[src/rtl/wb_ram_burst_ctrl.sv]
// -----------------------------------------------------------------------------
// wb_ram_burst_ctrl
//
// Wishbone B4 slave front-end for a 32-bit byte-enabled RAM with a one-cycle
// registered read path. Classic cycles are acked one cycle after the request.
// Registered-feedback bursts (CTI 001/010, BTE linear/wrap-4/8/16) are acked
// on every clock: while a burst beat is being acked, the read address already
// points at the next beat, so the RAM delivers the next word on the following
// clock.
//
// Parameters
//   depth : RAM size in 32-bit words (power of two, >= 16)
//   aw    : Wishbone byte-address width
//
// Ports
//   wb_clk_i, wb_rst_i : clock, synchronous active-high reset
//   wb_adr_i           : byte address (word address = wb_adr_i[log2(depth)+1:2])
//   wb_dat_i, wb_sel_i : write data and byte selects
//   wb_we_i            : write enable
//   wb_cti_i, wb_bte_i : cycle type / burst type
//   wb_cyc_i, wb_stb_i : bus cycle and strobe
//   wb_ack_o, wb_err_o : registered normal / error termination
//   wb_dat_o           : read data, straight from ram_dout
//   ram_we             : RAM byte write strobes
//   ram_din            : RAM write data (wb_dat_i)
//   ram_waddr          : RAM write word address (registered beat address)
//   ram_raddr          : RAM read word address
//   ram_dout           : RAM registered read data
// -----------------------------------------------------------------------------
module wb_ram_burst_ctrl #(
  parameter int depth = 256,
  parameter int aw    = 32
) (
  input  logic                     wb_clk_i,
  input  logic                     wb_rst_i,
  input  logic [aw-1:0]            wb_adr_i,
  input  logic [31:0]              wb_dat_i,
  input  logic [3:0]               wb_sel_i,
  input  logic                     wb_we_i,
  input  logic [2:0]               wb_cti_i,
  input  logic [1:0]               wb_bte_i,
  input  logic                     wb_cyc_i,
  input  logic                     wb_stb_i,
  output logic                     wb_ack_o,
  output logic                     wb_err_o,
  output logic [31:0]              wb_dat_o,
  output logic [3:0]               ram_we,
  output logic [31:0]              ram_din,
  output logic [$clog2(depth)-1:0] ram_waddr,
  output logic [$clog2(depth)-1:0] ram_raddr,
  input  logic [31:0]              ram_dout
);

  localparam int wa_w = $clog2(depth);

  logic            valid_s;
  logic            burst_s;
  logic            oor_s;
  logic            use_next_s;
  logic [wa_w-1:0] wa_s;
  logic [wa_w-1:0] next_adr_s;
  logic [wa_w-1:0] adr_r;
  logic            ack_r;
  logic            err_r;

  // Address of the beat following 'a' for the given cycle/burst type.
  // Wrap bursts keep the upper bits and roll the low log2(N) bits.
  function automatic logic [wa_w-1:0] next_adr(
    input logic [wa_w-1:0] a,
    input logic [2:0]      cti,
    input logic [1:0]      bte
  );
    logic [wa_w-1:0] n;
    n = a;
    case (cti)
      3'b001: n = a;
      3'b010: begin
        case (bte)
          2'b00:   n = a + {{(wa_w-1){1'b0}}, 1'b1};
          2'b01:   n = {a[wa_w-1:2], a[1:0] + 2'd1};
          2'b10:   n = {a[wa_w-1:3], a[2:0] + 3'd1};
          2'b11:   n = {a[wa_w-1:4], a[3:0] + 4'd1};
          default: n = a;
        endcase
      end
      default: n = a;
    endcase
    return n;
  endfunction

  assign valid_s    = wb_cyc_i & wb_stb_i;
  assign burst_s    = (wb_cti_i == 3'b001) | (wb_cti_i == 3'b010);
  // Any address bit above the RAM's byte range set means out of range.
  assign oor_s      = (wb_adr_i >> (wa_w + 2)) != {aw{1'b0}};
  assign wa_s       = wb_adr_i[wa_w+1:2];
  assign next_adr_s = next_adr(adr_r, wb_cti_i, wb_bte_i);
  // Only look ahead while a burst beat is actually being acked; reset forces
  // the plain presented address so a restarted cycle is a fresh first beat.
  assign use_next_s = ack_r & valid_s & burst_s & ~wb_rst_i;

  // Read address selection and byte write strobes.
  always_comb begin
    ram_raddr = wa_s;
    ram_we    = 4'b0000;
    if (use_next_s) begin
      ram_raddr = next_adr_s;
    end else begin
      ram_raddr = wa_s;
    end
    // ack_r and err_r are exclusive, so gating on ack_r also blocks writes
    // on error terminations.
    if (ack_r & valid_s & wb_we_i & ~wb_rst_i) begin
      ram_we = wb_sel_i;
    end else begin
      ram_we = 4'b0000;
    end
  end

  // Beat address register and termination flags.
  always_ff @(posedge wb_clk_i) begin
    if (wb_rst_i) begin
      adr_r <= {wa_w{1'b0}};
      ack_r <= 1'b0;
      err_r <= 1'b0;
    end else begin
      adr_r <= ram_raddr;
      // A classic beat acks once then drops for a cycle; a burst keeps
      // acking as long as the master keeps the burst going.
      ack_r <= valid_s & ~oor_s & (~ack_r | (burst_s & ~err_r));
      err_r <= valid_s & oor_s & ~err_r & ~ack_r;
    end
  end

  assign wb_ack_o  = ack_r;
  assign wb_err_o  = err_r;
  assign wb_dat_o  = ram_dout;
  assign ram_din   = wb_dat_i;
  assign ram_waddr = adr_r;

endmodule

[config.mk]
export PLATFORM = sky130hd
export DESIGN_NAME = wb_ram_burst_ctrl
export DESIGN_NICKNAME = d
export VERILOG_FILES = /design/src/rtl/wb_ram_burst_ctrl.sv
export SDC_FILE = /design/constraint.sdc
export NUM_CORES = 1
export LEC_CHECK = 0
export BUFFER_PORTS_ARGS = -buffer_cell sky130_fd_sc_hd__buf_2
export CORE_AREA = 8 8 84 67
export DETAILED_ROUTE_END_ITERATION = 10
export DIE_AREA = 0 0 92 75
export GPL_TIMING_DRIVEN = 0
export PLACE_DENSITY = 0.81
export REMOVE_ABC_BUFFERS = 1
export SYNTH_ARGS = -nofsm -noshare
export SYNTH_HDL_FRONTEND = slang
export SYNTH_SLANG_ARGS = --single-unit
[constraint.sdc]
create_clock -name wb_clk_i -period 1.7 [get_ports wb_clk_i]
set_input_delay 0 -clock wb_clk_i [delete_from_list [all_inputs] [get_ports wb_clk_i]]
set_output_delay 0 -clock wb_clk_i [all_outputs]
set_load 0.02 [all_outputs]
# == After elaboration in Yosys (flattened, before gate mapping) ==
# Cells that the tools add are included.
# word_totals
reg_bits,10
input_bits,110
output_inout_bits,86
elab_cells,36
# op_classes
n_addsub,4
eq_ne,5
muxes,4
bitwise,18
reduce_logical,2
# ops
operator,n
one-hot mux 8 bit (4 select lines),1
nonzero test 32 bit,1
2-to-1 mux 8 bit,2
bitwise AND 1 bit,12
adder 8 x 1 -> 8 bit (second input constant),1
adder 4 x 1 -> 4 bit (second input constant),1
equality test 2 bit (second input constant),2
2-to-1 mux 4 bit,1
inverter 1 bit,4
adder 3 x 1 -> 3 bit (second input constant),1
equality test 3 x 1 -> 1 bit (second input constant),1
equality test 3 x 2 -> 1 bit (second input constant),1
adder 2 x 1 -> 2 bit (second input constant),1
equality test 2 x 1 -> 1 bit (second input constant),1
zero test 2 bit,1
bitwise OR 1 bit,2

# == Depth between registers and ports, before layout ==
# depth
depth_word,5
ltp_mapped,6
depth_no_buf,5

# == Least setup slack after synthesis ==
# Ideal clock, no wire load.
# synth_path
kind,register to output
startpoint,reg adr_r[2] (netlist: ram_waddr[2])
endpoint,out ram_raddr[3]
t_arrival_ps,1649
required_time_ps,1700
setup_slack_ps,51
stages_incl_launch_ff,5
path_buffers,0
path_cell_list,dfxtp_1 -> nand4bb_4 -> or4_1 -> and3_4 -> nor2_1
# synth_via
elab_chain_cells,4
elab_cells_between_ends,5
classes_between,add/sub: 2; mux: 3
# synth_rtl
element,line,rtl
from (decl),62,logic [wa_w-1:0] adr_r;
from (signal assigned),122,adr_r <= {wa_w{1'b0}};
from (signal assigned),126,adr_r <= ram_raddr;
adder 8 x 1 -> 8 bit / adder 4 x 1 -> 4 bit (equally long branches),"79, 82",
one-hot mux 8 bit (4 select lines) (*),78,case (bte)
2-to-1 mux 8 bit (*),75,case (cti)
2-to-1 mux 8 bit (*),105,if (use_next_s) begin
to (decl),50,"output logic [$clog2(depth)-1:0] ram_raddr,"
# Every way passes the cells marked *; elsewhere a longest branch is shown, timed or not.

# == Final worst setup path ==
# Same ends and word-level chain as after synthesis.

==> impl_metrics.env <==
export IMPL_total_count_of_hold_check_failures_in_the_final_report=0
export IMPL_cp_required_ns=1.70
export IMPL_synth_yosys_warnings=0
export IMPL_detail_route_iter0_violations=84
export IMPL_io_pin_count=196
export IMPL_reg2reg_launch_point="ram_waddr[2]$_SDFF_PP0_"
export IMPL_drtPass1Iterations=4
export IMPL_tritoncts="done"
export IMPL_total_area_of_multi_input_combinational_cells_um2=549
export IMPL_timing_critical_path_from_type="flip-flop"
export IMPL_r2r_slack_ns=0.32
export IMPL_syn_inst=147
export IMPL_ys_async_sr_fraction_pct=0
export IMPL_fin_tns_setup_ns=0
export IMPL_reg2reg_to="ram_waddr[3]$_SDFF_PP0_"
export IMPL_synth_cell_area_um2=1210
export IMPL_seq_pwr_share_pct=38.2
export IMPL_power_total_uw=678
export IMPL_total_switching_power_uw=195
export IMPL_fillerInstances=500
export IMPL_rows=21
export IMPL_critPathMaxFanout=5
export IMPL_max_clock_path_buffers=2
export IMPL_first_pass_grt_wire_length_um=10200
export IMPL_tightest_slew_ns=0.622
export IMPL_tritoncts_num_buffers=3
export IMPL_final_antenna_net_count=0
export IMPL_slew_headroom_pct=58.2
export IMPL_yosysSeqAreaShare_pct=16.5
export IMPL_grt_pass1_vias=1092
export IMPL_power_internal_uw=483
export IMPL_post_route_cells_drive_above_1_share_pct=59.9
export IMPL_mostFrequentLayoutCells="61 x sky130_fd_sc_hd__buf_2, 9 x sky130_fd_sc_hd__nor2_1, 8 x sky130_fd_sc_hd__buf_4"
export IMPL_ir_worst_vdd_v=0.000216
export IMPL_leakage_power_figure_uw=0.000572
export IMPL_cap_viol_max_count=0
export IMPL_synth_distinct_cells=32
export IMPL_chipHeight_um=75
export IMPL_clock_latency_ns=0.23
export IMPL_core_area_um2=4310
export IMPL_tritoncts_num_sinks=10
export IMPL_power_share_combinational_pct=25.9
export IMPL_category_of_the_critical_setup_timing_path="flip-flop to primary output"
export IMPL_start_util_pct=28.1
export IMPL_place_gp_congestion=0.783
export IMPL_final_nets=270
export IMPL_postSynthRegisterBits=10
export IMPL_hpwl_um=7540
export IMPL_synth_edf_count=0
export IMPL_avgRoutedWirePerCell_um=38.8
export IMPL_yosys_most_used_dff="sky130_fd_sc_hd__dfxtp_1"
export IMPL_port_buffers=65
export IMPL_placed_cells_incl_taps=202
export IMPL_postRouteWirelength_um=8300
export IMPL_setup_viol_count_final=0
export IMPL_track_usage_pct=22.9
export IMPL_dieArea_um2=6900
export IMPL_detailroute_via_count=1074
export IMPL_layout_cells_most_common="sky130_fd_sc_hd__buf_2"
export IMPL_rsz0062_at_grt="false"
export IMPL_seq_area_um2=209
export IMPL_synth_avg_cell_area_um2=8.23
export IMPL_global_route_overflow_total=0
export IMPL_die_w_um=92
export IMPL_worst_hold_path_type="primary input to primary output"
export IMPL_via_per_inst=5.02
export IMPL_slew_viol_final=0
export IMPL_clock_tree_htree_level_count=1
export IMPL_clock_skew_final_ns=0.00377
export IMPL_fmaxAchievable_mhz=615
export IMPL_worst_ep_arrival_time_ns=1.63
export IMPL_crit_path_end_kind="primary output"
export IMPL_clk_transition_reported_paths_ns=0.04
export IMPL_power_switching_fraction_pct=28.7
export IMPL_drc=0
export IMPL_final_worst_path_period_need_ns=1.63
export IMPL_p_per_area_nw_per_um2=526
export IMPL_status="finished clean"
export IMPL_hold_path_end="ram_din[16]"
export IMPL_hold_path_startpoint="wb_dat_i[16]"
export IMPL_antenna_violations_before_repair=0
export IMPL_part_of_the_total_power_dissipated_in_the_clock_network_pct=35.9
export IMPL_ctsRootBufferMaster="sky130_fd_sc_hd__clkbuf_8"
export IMPL_layout_worst_path_cycle_share_pct=95.7
export IMPL_final_core_util_pct=29.9
export IMPL_post_layout_nonfiller_instances=214
export IMPL_antenna_diode_count=0
export IMPL_areaGrowthSynthToFinish_pct=6.62
export IMPL_r2r_worst_path_cells=4
export IMPL_maximum_number_of_pins_on_one_net_before_global_route_repair=12
export IMPL_min_delay_path_depth=0
-- registers in the layout, indices dropped and copies added (netlist names) --
register / cells
wb_err_o: 1
wb_ack_o: 1
ram_waddr: 8
-- cells in the mapped netlist (2+ instances only) --
cell                        n  area [µm²]
sky130_fd_sc_hd__dfxtp_1   10         200
sky130_fd_sc_hd__xor2_1     3        26.3
sky130_fd_sc_hd__and2_1     5        31.3
sky130_fd_sc_hd__and3_1     2        12.5
sky130_fd_sc_hd__nand2_1    4        15.0
sky130_fd_sc_hd__nand4_1    2        12.5
sky130_fd_sc_hd__o31ai_1    2        15.0
sky130_fd_sc_hd__nor2_1    10        37.5
sky130_fd_sc_hd__a21oi_1    7        35.0
sky130_fd_sc_hd__xnor2_1    5        43.8
sky130_fd_sc_hd__a211oi_1   6        45.0
sky130_fd_sc_hd__or4_1      2        15.0
sky130_fd_sc_hd__nor4_1     7        43.8
sky130_fd_sc_hd__buf_4     64         480
-- critical path, cell delays in order (launching register included) --
cell	delay (ns)
sky130_fd_sc_hd__dfxtp_4	0.36
sky130_fd_sc_hd__nand4bb_4	0.15
sky130_fd_sc_hd__or4_4	0.49
sky130_fd_sc_hd__and3_4	0.17
sky130_fd_sc_hd__nor2_4	0.10
sky130_fd_sc_hd__buf_6	0.12
-- layout make-up --
type / instances / area share, %
multi-input combinational: 71 / 42.6
clock buffer: 3 / 3.20
timing repair buffer: 73 / 32.5
tap: 57 / 5.53
sequential: 10 / 16.2
-- logic make-up after synthesis --
kind of cell    Yosys count  synth area share, %
fa+ha+maj                 1                 1.03
xor+xnor                  8                 5.79
buf+inv                  67                 42.1
simple gates             44                 24.8
flops                    10                 16.5
compound gates           16                 8.89
mux                       1                0.827
-- how the worst max path moves through the flow --
stage | from | to | slack, ns | cells after the start
after floorplan | wb_ack_o$_SDFF_PP0_ | ram_raddr[7] | 0.05 | 4
after global placement | wb_ack_o$_SDFF_PP0_ | ram_raddr[3] | -0.03 | 5
after detailed placement | wb_ack_o$_SDFF_PP0_ | ram_raddr[3] | -0.04 | 5
after CTS | ram_waddr[2]$_SDFF_PP0_ | ram_raddr[3] | -0.02 | 5
after global routing | ram_waddr[2]$_SDFF_PP0_ | ram_raddr[3] | 0.008 | 5
final | ram_waddr[2]$_SDFF_PP0_ | ram_raddr[3] | 0.07 | 5
-- layer usage --
layer  vias to the layer above  wire, µm  global-route usage, %
met5                         -        80                   8.27
met4                         4       216                   8.72
met3                        14      2700                   36.6
met2                       139      3500                   32.7
met1                       450      1800                   13.8
li1                        467         -                      -
-- what timing repair did --
item / 4_1_cts / 5_1_grt
cloned: 1 / 0
buffers inserted: 3 / 5
pin swaps: 3 / 4
hold buffers: 0 / 0
endpoints found under the hold margin: 0 / 0
gates resized for setup: 5 / 16
endpoints found under the setup margin: 9 / 8
-- through the flow --
step | hold WS [ns] | setup slack, ns | instance area, µm²
6_report | 0.000181 | 0.0733 | 1290
3_5_place_dp | 0.000353 | -0.0427 | 1100
5_1_grt | 0.000144 | 0.00759 | 1290
4_1_cts | 0.000353 | -0.0186 | 1190
3_3_place_gp | 0.000353 | -0.0270 | 1100
2_1_floorplan | 0 | 0.0454 | 701
-- power by group through the flow --
| stage | sequential [µW] | combinational (µW) | clock, µW |
|---|---|---|---|
| after floorplan | 275 | 61.0 | 0 |
| after global placement | 262 | 159 | 0 |
| after detailed placement | 263 | 162 | 0 |
| after CTS | 258 | 168 | 250 |
| after global routing | 261 | 192 | 261 |
| final | 259 | 175 | 244 |
(Power assumes the default switching activity.)
